**config.mk**
```make
export PLATFORM = sky130hd
export DESIGN_NAME = wb_stage
export DESIGN_NICKNAME = d
export VERILOG_FILES = /design/src/rtl/pipe_pkg.sv /design/src/rtl/load_align.sv /design/src/rtl/wb_stage.sv
export SDC_FILE = /design/constraint.sdc
export NUM_CORES = 1
export LEC_CHECK = 0
export BUFFER_PORTS_ARGS = -buffer_cell sky130_fd_sc_hd__buf_2
export CELL_PAD_IN_SITES_DETAIL_PLACEMENT = 0
export CELL_PAD_IN_SITES_GLOBAL_PLACEMENT = 2
export CORE_MARGIN = 3
export CORE_UTILIZATION = 29
export DETAILED_ROUTE_END_ITERATION = 16
export PLACE_DENSITY = 0.93
export SYNTH_ARGS = -nofsm -noshare
export SYNTH_HDL_FRONTEND = slang
export SYNTH_SLANG_ARGS = --single-unit
```
**constraint.sdc**
```tcl
create_clock -name clk -period 2.4 [get_ports clk]
set_input_delay 0.36 -clock clk [delete_from_list [all_inputs] [get_ports clk]]
set_output_delay 0.36 -clock clk [all_outputs]
set_load 0.05 [all_outputs]
```
**src/rtl/pipe_pkg.sv**
```systemverilog
// Shared pipeline constants: write-back source selects, load funct3 codes and a byte-lane helper.
package pipe_pkg;

    localparam logic [1:0] WB_SEL_ALU = 2'b00;
    localparam logic [1:0] WB_SEL_MEM = 2'b01;
    localparam logic [1:0] WB_SEL_PC4 = 2'b10;

    localparam logic [2:0] LD_LB  = 3'b000;
    localparam logic [2:0] LD_LH  = 3'b001;
    localparam logic [2:0] LD_LW  = 3'b010;
    localparam logic [2:0] LD_LBU = 3'b100;
    localparam logic [2:0] LD_LHU = 3'b101;

    function automatic logic [7:0] pick_byte(input logic [31:0] word, input logic [1:0] lane);
        logic [7:0] b;
        case (lane)
            2'd0:    b = word[7:0];
            2'd1:    b = word[15:8];
            2'd2:    b = word[23:16];
            2'd3:    b = word[31:24];
            default: b = word[7:0];
        endcase
        return b;
    endfunction

endpackage

```
**src/rtl/load_align.sv**
```systemverilog
// Formats the raw aligned memory word into the register value for each load type.
module load_align
    import pipe_pkg::*;
#(
    parameter int XLEN = 32
) (
    input  logic [XLEN-1:0] mem_rdata,
    input  logic [2:0]      load_funct3,
    input  logic [1:0]      addr_lo,
    output logic [XLEN-1:0] load_data
);

    logic [7:0]  byte_s;
    logic [15:0] half_s;

    assign byte_s = pick_byte(mem_rdata[31:0], addr_lo);
    // Halfword loads are naturally aligned, so only addr_lo[1] picks the half.
    assign half_s = addr_lo[1] ? mem_rdata[31:16] : mem_rdata[15:0];

    // Sign/zero extension per load type; unknown codes fall back to a full word.
    always_comb begin
        load_data = mem_rdata;
        case (load_funct3)
            LD_LB:   load_data = {{(XLEN-8){byte_s[7]}}, byte_s};
            LD_LH:   load_data = {{(XLEN-16){half_s[15]}}, half_s};
            LD_LW:   load_data = mem_rdata;
            LD_LBU:  load_data = {{(XLEN-8){1'b0}}, byte_s};
            LD_LHU:  load_data = {{(XLEN-16){1'b0}}, half_s};
            default: load_data = mem_rdata;
        endcase
    end

endmodule

```
**src/rtl/wb_stage.sv**
```systemverilog
// MEM/WB pipeline register: selects the write-back value, guards x0 and counts retired instructions.
module wb_stage
    import pipe_pkg::*;
#(
    parameter int XLEN = 32
) (
    input  logic            clk,
    input  logic            reset_n,
    input  logic            in_valid,
    input  logic            stall,
    input  logic            flush,
    input  logic [XLEN-1:0] alu_result,
    input  logic [XLEN-1:0] mem_rdata,
    input  logic [XLEN-1:0] pc_plus4,
    input  logic [4:0]      rd_in,
    input  logic            reg_write_in,
    input  logic [1:0]      wb_sel,
    input  logic [2:0]      load_funct3,
    input  logic [1:0]      addr_lo,
    output logic [XLEN-1:0] write_data,
    output logic [4:0]      rd,
    output logic            reg_write,
    output logic            wb_valid,
    output logic [31:0]     retire_count
);

    logic [XLEN-1:0] load_data_s;
    logic [XLEN-1:0] sel_data_s;
    logic            write_en_s;

    logic [XLEN-1:0] write_data_r;
    logic [4:0]      rd_r;
    logic            reg_write_r;
    logic            wb_valid_r;
    logic [31:0]     retire_count_r;

    load_align #(.XLEN(XLEN)) u_load_align (
        .mem_rdata   (mem_rdata),
        .load_funct3 (load_funct3),
        .addr_lo     (addr_lo),
        .load_data   (load_data_s)
    );

    // Write-back source mux; the unused encoding behaves as the ALU path.
    always_comb begin
        sel_data_s = alu_result;
        case (wb_sel)
            WB_SEL_ALU: sel_data_s = alu_result;
            WB_SEL_MEM: sel_data_s = load_data_s;
            WB_SEL_PC4: sel_data_s = pc_plus4;
            default:    sel_data_s = alu_result;
        endcase
    end

    assign write_en_s = in_valid & reg_write_in & (rd_in != 5'd0);

    // Stage register: flush beats stall, stall holds everything including the retire counter.
    always_ff @(posedge clk or negedge reset_n) begin
        if (!reset_n) begin
            write_data_r   <= '0;
            rd_r           <= 5'd0;
            reg_write_r    <= 1'b0;
            wb_valid_r     <= 1'b0;
            retire_count_r <= 32'd0;
        end else if (flush) begin
            reg_write_r <= 1'b0;
            wb_valid_r  <= 1'b0;
        end else if (!stall) begin
            write_data_r <= sel_data_s;
            rd_r         <= rd_in;
            reg_write_r  <= write_en_s;
            wb_valid_r   <= in_valid;
            if (in_valid) begin
                retire_count_r <= retire_count_r + 32'd1;
            end
        end
    end

    assign write_data   = write_data_r;
    assign rd           = rd_r;
    assign reg_write    = reg_write_r;
    assign wb_valid     = wb_valid_r;
    assign retire_count = retire_count_r;

endmodule

```
==> metrics.yaml, run 1 <==
status:
  status: "finished clean"
synth:
  seq_area_frac_synth_pct: 41.9
  yosys.cell_count.top_type: "dfrtp_1"
  synth_enable_flop_cells: 0
  flop_and_latch_count_out_of_synthesis: 71
  syn_inst: 465
  syn-cell-area_sq_mm: 0.00424
  synth.top_cell.area_share_pct: 41.9
  synth_largest_area_cell: "dfrtp_1"
  synth_flop_cell: "dfrtp_1"
  postSynth.asyncResetShare_pct: 100
  synth.distinct_cells: 48
  ys.warnings.count: 0
  syn_area_per_cell_sq_um: 9.12
  synth.area.top_cells: "dfrtp_1, nand2_1, xnor2_1, o21ai_0, o211ai_1"
  synth_top_cells_by_count: "dfrtp_1, nand2_1, o21ai_0"
  postSynthNetCount: 582
routing:
  detail_route.wl_per_cell_um: 18.5
  via_per_inst: 5.26
  detailedRoute.firstPassIterationCount: 4
  detailedRoute.firstIterationViolations: 251
  via_count: 4338
  route.antenna.remaining_nets: 0
  drc: 0
  routed_wirelength_um: 15200
place:
  io_buffer_count: 184
  gpl.final_weighted_congestion: 0.843
  postPlaceCellArea_sq_mm: 0.00533
  post-place-ws_ns: 0.429
  hpwl_after_detailed_placement_um: 11700
cts:
  clkLatencyLatePin_ns: 0.34
  clock-root-buffer: "clkbuf_16"
  cells_resized_by_post_cts_repair: 0
  cts-hold-fix-buffers: 0
  cts_made_buffers: 9
  cts_tree: "yes"
  total_setup_buffers_inserted_after_cts: 0
  htreeDepth: 3
  clk_transition_reported_paths_ns: 0.06
  clock-sinks: 71
  clk_path_buf_depth: 2
sta:
  grt_setup_unrepaired: "false"
  hold_violations: 0
  period_needed_ns: 1.76
  worst_pin_slew_ns: 0.922
  worst_slack_ns: 0.643
  final_max_slew_viol_count: 0
  fmax_ghz: 0.569
  timing.slew.headroom_pct: 38.5
  timing.setup.tns_ns: 0
  clock_skew_ns: 0.00290
  fin_crit_sh_pct: 73.2
  finalSetupViolations: 0
floorplan:
  floorplan.die.width_um: 127
  die-area_sq_mm: 0.0161
  io-pin-count: 185
  core_area_sq_mm: 0.0141
  floorplan.initialDensity_pct: 30.1
  fp.dieH_um: 127
  row_cnt: 43
worst_hold_path:
  min_path_type: "in -> async"
worst_setup_path:
  critical_path_data_arrival_time_ns: 1.98
  end_kind: "register"
  worst-endpoint-required_ns: 2.62
  critical_path.max_fanout: 12
  r2r-end: "retire_count[17]$_DFFE_PN0P_"
  criticalPathCategory: "reg -> reg"
  crit-reg2reg-launch: "retire_count[9]$_DFFE_PN0P_"
  timing.reg2reg.setup_slack_ns: 0.64
  reg2reg_depth: 4
  startpoint: "retire_count[9]$_DFFE_PN0P_"
  setup.worst_path.start_class: "register"
grt:
  wire_length_of_the_first_global_routing_pass_um: 23900
  antenna_found_initial: 2
  grt_start_max_net_pins: 72
  gr-total-overflow: 0
  track_usage_pct: 19.0
  via_count_of_the_first_global_routing_pass: 4407
pwr:
  p_per_area_mw_per_mm2: 746
  vdd.ir_drop.worst_v: 0.000302
  static-leakage-power_nw: 2.69
finish:
  area_delta_synth_final_pct: 33.9
  design.final.nets: 755
  final_design_area_no_fill_sq_mm: 0.00568
  drive_above_1_share_pct: 35.1
flow_run:
  maxCapViolations: 0
-- how the worst max path moves through the flow --
| stage | slack, ns | cells past startpoint | end |
|---|---|---|---|
| after global routing | 0.50 | 4 | retire_count[17]$_DFFE_PN0P_ |
| after CTS | 0.66 | 4 | retire_count[17]$_DFFE_PN0P_ |
| after detailed placement | 0.43 | 7 | write_data[11]$_DFFE_PN0P_ |
| after floorplan | 0.59 | 5 | retire_count[12]$_DFFE_PN0P_ |
| final | 0.64 | 4 | retire_count[17]$_DFFE_PN0P_ |
| after global placement | 0.49 | 8 | write_data[15]$_DFFE_PN0P_ |
-- report_power, final --
| part | leakage (nW) | switching (mW) | total (mW) | internal, mW |
|---|---|---|---|---|
| Combinational | 1.63 | 0.909 | 1.25 | 0.342 |
| Clock | 0.165 | 0.534 | 1.53 | 0.997 |
| Sequential | 0.894 | 0.113 | 1.45 | 1.34 |
-- cells in the final DEF, fill, tap and decap left out, types with 4 or more instances in the layout --
master,count
buf_2,183
dfrtp_1,71
nand2_1,69
o21ai_0,35
xnor2_1,25
a21oi_1,21
o211ai_1,19
o22ai_1,17
o31ai_1,17
inv_1,15
nand4_1,14
mux2i_1,12
buf_4,12
or3_1,11
nand3_1,9
clkbuf_16,9
nor2_1,7
and4_1,7
and3_1,6
xor2_1,6
nand2b_1,6
nor2b_1,5
o221ai_1,5
o21ai_1,5
and2_1,4
a221oi_1,4
a211oi_1,4
a211o_1,4
-- critical path, stage by stage (launching register included) --
cell     delay (ns)
dfrtp_1        0.45
and4_1         0.32
and4_1         0.52
nand4_1        0.19
xnor2_1        0.16
-- flip-flops by register name, indices dropped and copies added, names as in the netlist --
name	cells
rd	5
reg_write	1
retire_count	32
wb_valid	1
write_data	32
-- layer usage --
metal | share of wire [%] | GRT usage, % | wire length, um | vias to the layer above
li1 | - | - | - | 2056
met1 | 42 | 23.7 | 6450 | 2060
met2 | 46 | 30.4 | 7080 | 189
met3 | 8.9 | 7.03 | 1350 | 29
met4 | 2.2 | 5.99 | 328 | 4
met5 | 0.18 | 0 | 27 | -
-- layout make-up --
| class | instances | area [sq um] |
|---|---|---|
| multi-input cells | 346 | 2260 |
| clock buffers | 12 | 267 |
| clock inverters | 4 | 76.3 |
| diodes | 2 | 5.00 |
| repair buffers | 195 | 1010 |
| well taps | 180 | 225 |
| inverters | 15 | 56.3 |
| flip-flops and latches | 71 | 1780 |
| fillers | 1423 | 8420 |
-- metrics by stage --
stage	total power, mW	hold WS (ns)	utilization, %	std cells
after floorplan	2.30	0.0644	-	465
after detailed placement	2.73	0.460	37.8	807
after global routing	4.43	0.238	40.2	823
final	4.23	0.152	40.3	825
after CTS	4.28	0.198	40.2	823
after global placement	2.70	0.455	37.8	807
-- cells by family after synthesis --
kind of cell,Yosys count,share of synthesized area (%)
multiplexers,17,4.69
adder cells (fa/ha/maj),3,0.886
flip-flops,71,41.9
buffers and inverters,48,4.84
AND/OR/NAND/NOR,151,18.5
XOR/XNOR,31,6.40
AO/OA/AOI/OAI,144,22.8
No activity file was read; power rests on OpenSTA's default activity.
==> run 2: changes to the inputs <==
Settings changed: ABC_AREA from default to 1, CORE_UTILIZATION 29 to 25, PLACE_DENSITY 0.93 to 0.87.
Clock period 2.4 ns to 1.7 ns, I/O delays scaled along.
==> metrics.yaml, run 2 <==
synth:
  postSynthNetCount: 863
  syn_area_per_cell_sq_um: 6.57
  synth.distinct_cells: 36
  synth.area.mux_share_pct: 0
  syn_inst: 746
  synth_flop_cell: "dfrtp_1"
  area_share_of_and_or_nand_nor_cells_after_synthesis_pct: 42.6
  flop_and_latch_count_out_of_synthesis: 71
  synth.top_cell.area_share_pct: 36.3
  adder_cell_share_of_the_synthesized_area_pct: 0.766
  postSynth.asyncResetShare_pct: 100
  synth.area.top_cells: "dfrtp_1, nand2_1, nor2_1, a21oi_1, inv_1"
  ys.warnings.count: 0
  synth_largest_area_cell: "dfrtp_1"
  yosys.cell_count.top_type: "nand2_1"
  synth_enable_flop_cells: 0
  synth_top_family_by_area: "simple AND/OR/NAND/NOR gates"
  syn-cell-area_sq_mm: 0.00490
  synth_compound_area_share_pct: 9.20
  synthXorXnorAreaFrac_pct: 3.40
  synth_top_cells_by_count: "nand2_1, nor2_1, dfrtp_1"
  seq_area_frac_synth_pct: 36.3
cts:
  clock-sinks: 71
  cts_made_buffers: 9
  total_setup_buffers_inserted_after_cts: 0
  clk_path_buf_depth: 2
  cts_tree: "yes"
  htreeDepth: 3
  clock-root-buffer: "clkbuf_16"
  clk_transition_reported_paths_ns: 0.07
  clkLatencyLatePin_ns: 0.34
finish:
  design.final.nets: 1054
  most_frequent_cells_in_the_layout: "nand2_1, buf_2, nor2_1"
  drive_above_1_share_pct: 29.7
  mostFrequentLayoutCell: "nand2_1"
  area_delta_synth_final_pct: 34.3
  diodes_inserted: 0
worst_setup_path:
  crit_top_cell: "nand2_1"
  criticalPathCategory: "reg -> reg"
  critical_path.max_fanout: 4
  worst_path_max_stage_delay_ns: 0.40
  r2r-end: "retire_count[30]$_DFFE_PN0P_"
  worst-endpoint-required_ns: 1.94
  setup.worst_path.start_class: "register"
  end_kind: "register"
  ordered_list_of_cells_on_the_worst_path: "inv_1 -> nor3_1 -> nand2_1 -> nor2_2 -> nand2_1 -> nand2_1 -> nand2_1 -> nand2_1 -> nand2_1"
  critical_path_data_arrival_time_ns: 1.79
  reg2reg_depth: 9
  timing.reg2reg.setup_slack_ns: 0.15
  slowest_cell_on_the_critical_path: "dfrtp_1"
  crit-reg2reg-launch: "retire_count[10]$_DFFE_PN0P_"
pwr:
  swShare_pct: 41.5
  portion_of_total_power_attributed_to_the_clock_network_pct: 31.9
  static-leakage-power_nw: 3.47
  relative_contribution_of_combinational_cells_to_total_power_pct: 34.4
  vdd.ir_drop.worst_v: 0.000376
  p_total_mw: 6.24
  p_seq_share_pct: 33.7
  p_per_area_mw_per_mm2: 948
  power_internal_mw: 3.65
  p_sw_mw: 2.59
sta:
  final_hold_slack_ns: 0.129
  hold_violations: 0
  period_needed_ns: 1.55
  finalSetupViolations: 0
  timing.slew.headroom_pct: 72.9
  fmax_ghz: 0.644
  worst_pin_slew_ns: 0.405
  timing.setup.tns_ns: 0
  clock_skew_ns: 0.00483
  final_max_slew_viol_count: 0
  grt_setup_unrepaired: "false"
  fin_crit_sh_pct: 91.3
routing:
  via_count: 5228
  route.antenna.remaining_nets: 0
  drc: 0
  detailedRoute.firstIterationViolations: 168
  detail_route.wl_per_cell_um: 14.7
  via_per_inst: 4.35
  routed_wirelength_um: 17700
  detailedRoute.firstPassIterationCount: 4
worst_hold_path:
  endpoint_worst_hold: "rd[3]$_DFFE_PN0P_"
  min_path_type: "in -> reg"
  worst_hold_startpoint: "rd_in[3]"
  min_path_cells: 3
flow_run:
  maxCapViolations: 0
grt:
  track_usage_pct: 16.4
  gr-total-overflow: 0
  grt_start_max_net_pins: 67
  antenna_found_initial: 3
  via_count_of_the_first_global_routing_pass: 5115
  wire_length_of_the_first_global_routing_pass_um: 27900
floorplan:
  core_area_sq_mm: 0.0190
  io-pin-count: 185
  floorplan.die.width_um: 146
  row_cnt: 50
  fp.dieH_um: 146
  floorplan.initialDensity_pct: 25.8
  die-area_sq_mm: 0.0213
place:
  io_buffer_count: 184
  hpwl_after_detailed_placement_um: 14000
  gpl.final_weighted_congestion: 0.867
status:
  status: "finished clean"
==> run 2: cell count changes after synthesis, sizes merged, moves of 20 or more <==
cell   previous run  this run
nor2              9       109
nand3             9        30
nand2            69       289
a21oi            24        50
inv              15        59
xnor2            25         5
==> run 2: timing repair <==
item,in CTS,in global routing
hold buffers,1,0
setup endpoints to repair,0,8
resized for setup,0,6
endpoints found under the hold margin,23,0
==> run 2: area by class of cell <==
type	count	area, sq um
fill	2123	12400
multi-input combinational	583	2760
sequential	71	1790
timing repair buffer	211	1170
tap	260	325
inverter	61	231
clock buffer	9	225
clock inverter	7	77.6
==> run 2: metal layers <==
metal	up-vias	GRT usage (%)	wire, um
met2	147	24.7	7570
met1	2313	23.3	8770
li1	2735	-	-
met4	6	5.74	364
met3	27	3.43	924
met5	-	0	32
==> run 2: worst max-delay path by stage <==
stage	startpoint	end	slack, ns	cells past startpoint
floorplan	retire_count[3]$_DFFE_PN0P_	retire_count[21]$_DFFE_PN0P_	0.0007	11
global placement	addr_lo[1]	write_data[24]$_DFFE_PN0P_	0.08	10
CTS	retire_count[11]$_DFFE_PN0P_	retire_count[30]$_DFFE_PN0P_	0.11	9
finish	retire_count[10]$_DFFE_PN0P_	retire_count[30]$_DFFE_PN0P_	0.15	9
global route	retire_count[11]$_DFFE_PN0P_	retire_count[27]$_DFFE_PN0P_	0.009	9
detailed placement	addr_lo[1]	write_data[19]$_DFFE_PN0P_	0.07	10
==> run 2: power groups by stage <==
stage / combinational (mW) / sequential, mW / clock, mW
finish: 2.15 / 2.10 / 1.99
global route: 2.33 / 2.14 / 2.14
CTS: 2.16 / 2.10 / 2.04
detailed placement: 2.16 / 2.13 / 0
global placement: 2.15 / 2.13 / 0
floorplan: 0.664 / 2.91 / 0
==> run 2: logic make-up (layout without fill, tap and decap cells) <==
| family | after synthesis | count (layout) |
|---|---|---|
| AOI/OAI and AO/OA | 87 | 87 |
| and+or+nand+nor | 474 | 474 |
| xor gates and xnor gates | 19 | 19 |
| buffers and inverters | 92 | 288 |
| adders and majority gates | 3 | 3 |
| DFF | 71 | 71 |
==> run 2: metrics by stage <==
step	setup WS, ns	area, sq um	util [%]	instances
after floorplan	0.000679	4910	-	746
after global placement	0.0829	6240	32.9	1185
after detailed placement	0.0723	6240	32.9	1185
after CTS	0.107	6550	34.6	1202
after global routing	0.00936	6580	34.7	1202
final	0.147	6580	34.7	1202
==> run 2: worst max-delay path: cells and delay by family (launching register included) <==
family / cells / cell delay [ns]
buffers and inverters: 1 / 0.10
and+or+nand+nor: 8 / 0.94
DFF: 1 / 0.40
==> run 3: changes to the inputs <==
Settings changed: BUFFER_PORTS_ARGS -buffer_cell sky130_fd_sc_hd__buf_2 to default, CORE_UTILIZATION 25 to 33, DONT_BUFFER_PORTS from default to 1, PLACE_DENSITY 0.87 to 0.88.
==> metrics.yaml, run 3 (same netlist as run 2, synthesis figures left out) <==
pwr:
  static-leakage-power_nw: 2.78
  p_per_area_mw_per_mm2: 1040
  vdd.ir_drop.worst_v: 0.000440
cts:
  cts_made_buffers: 9
  total_setup_buffers_inserted_after_cts: 0
  clock-root-buffer: "clkbuf_16"
  clkLatencyLatePin_ns: 0.33
  cts_tree: "yes"
  clk_transition_reported_paths_ns: 0.06
  clk_path_buf_depth: 2
  clock-sinks: 71
  htreeDepth: 3
worst_setup_path:
  critical_path.endpoint: "retire_count[25]$_DFFE_PN0P_"
  r2r-end: "retire_count[25]$_DFFE_PN0P_"
  timing.reg2reg.setup_slack_ns: 0.14
  startpoint: "retire_count[20]$_DFFE_PN0P_"
  critical_path_data_arrival_time_ns: 1.77
  critical_path.max_fanout: 6
  reg2reg_depth: 9
  criticalPathCategory: "reg -> reg"
  worst-endpoint-required_ns: 1.91
  end_kind: "register"
  setup.worst_path.start_class: "register"
  crit-reg2reg-launch: "retire_count[20]$_DFFE_PN0P_"
sta:
  timing.setup.tns_ns: 0
  final_max_slew_viol_count: 0
  hold_violations: 71
  fin_crit_sh_pct: 92.0
  worst_pin_slew_ns: 0.625
  timing.slew.headroom_pct: 58.3
  fmax_ghz: 0.639
  final_hold_slack_ns: -0.388
  finalSetupViolations: 0
  clock_skew_ns: 0.00439
  period_needed_ns: 1.56
worst_hold_path:
  min_path_type: "in -> async"
floorplan:
  die-area_sq_mm: 0.0163
  row_cnt: 43
  floorplan.die.width_um: 128
  core_area_sq_mm: 0.0142
  fp.dieH_um: 128
  io-pin-count: 185
  floorplan.initialDensity_pct: 34.5
finish:
  mostFrequentLayoutCell: "nand2_1"
  design.final.nets: 889
  drive_above_1_share_pct: 14.9
  most_frequent_cells_in_the_layout: "nand2_1, nor2_1, dfrtp_1"
  layout.cells.non_filler: 957
  filler_cell_count: 1506
  area_delta_synth_final_pct: 16.4
  diodes_inserted: 0
routing:
  detailedRoute.firstPassIterationCount: 4
  detail_route.wl_per_cell_um: 17.1
  routed_wirelength_um: 16300
  detailedRoute.firstIterationViolations: 377
  via_count: 4831
  route.antenna.remaining_nets: 0
  drc: 0
  via_per_inst: 5.05
grt:
  gr-total-overflow: 0
  antenna_found_initial: 0
  wire_length_of_the_first_global_routing_pass_um: 25600
  track_usage_pct: 20.0
  grt_start_max_net_pins: 72
  via_count_of_the_first_global_routing_pass: 4750
flow_run:
  maxCapViolations: 0
place:
  hpwl_after_detailed_placement_um: 12900
  io_buffer_count: 0
  dp.cells: 941
  gpl.final_weighted_congestion: 0.920
status:
  violations: "hold timing"
  status: "finished with violations"
## run 3: critical path, stage by stage, from the launching register on
cell	delay, ns
dfrtp_2	0.36
inv_1	0.11
nor3_1	0.34
nand2_1	0.15
nor2_1	0.19
nand2_1	0.07
nand2_1	0.06
nand2_1	0.05
nand2_1	0.04
o21ai_0	0.08
## run 3: stage by stage
step / util, % / area (sq um) / power (mW) / setup slack (ns)
5_1_grt: 40.1 / 5700 / 6.26 / -0.0144
6_report: 40.1 / 5700 / 5.95 / 0.135
3_5_place_dp: 37.8 / 5370 / 3.98 / 0.0831
2_1_floorplan: - / 4910 / 3.58 / 0.000679
4_1_cts: 40.0 / 5690 / 6.02 / 0.0585
3_3_place_gp: 37.8 / 5370 / 3.95 / 0.110
## run 3: per-layer routing
metal  part of all wire (%)  up-vias  GRT usage [%]  wire length (um)
met1                     46     2222           27.6              7490
met5                      0        -              0                 0
met3                    8.1       24           5.08              1330
met2                     44      185           30.2              7120
met4                    2.4        0           6.99               394
li1                       -     2400              -                 -
## run 3: how the worst min path moves through the flow
stage	from	to	slack, ns	cells after the start
2_1_floorplan	reset_n	rd[0]$_DFFE_PN0P_	-0.04	0
3_3_place_gp	reset_n	retire_count[5]$_DFFE_PN0P_	-0.04	0
3_5_place_dp	reset_n	wb_valid$_DFFE_PN0P_	-0.04	0
4_1_cts	reset_n	wb_valid$_DFFE_PN0P_	-0.41	0
5_1_grt	reset_n	wb_valid$_DFFE_PN0P_	-0.41	0
6_report	reset_n	wb_valid$_DFFE_PN0P_	-0.39	0
## run 3: what timing repair did
action / 4_1_cts / 5_1_grt
resized for setup: 0 / 4
endpoints found under the setup margin: 0 / 4
endpoints found under the hold margin: 71 / 71
## run 3: layout make-up
type	count	area (sq um)	share of cell area (%)
Clock buffer	12	267	4.68
Clock inverter	4	51.3	0.900
Inverter	61	231	4.06
Multi-Input combinational cell	583	2760	48.3
Sequential cell	71	1790	31.4
Tap cell	180	225	3.95
Timing Repair Buffer	46	383	6.72
## run 3: power by group
part	internal (mW)	switching, mW
Sequential	1.91	0.742
Combinational	0.420	0.878
Clock	1.26	0.735
Total	3.59	2.35
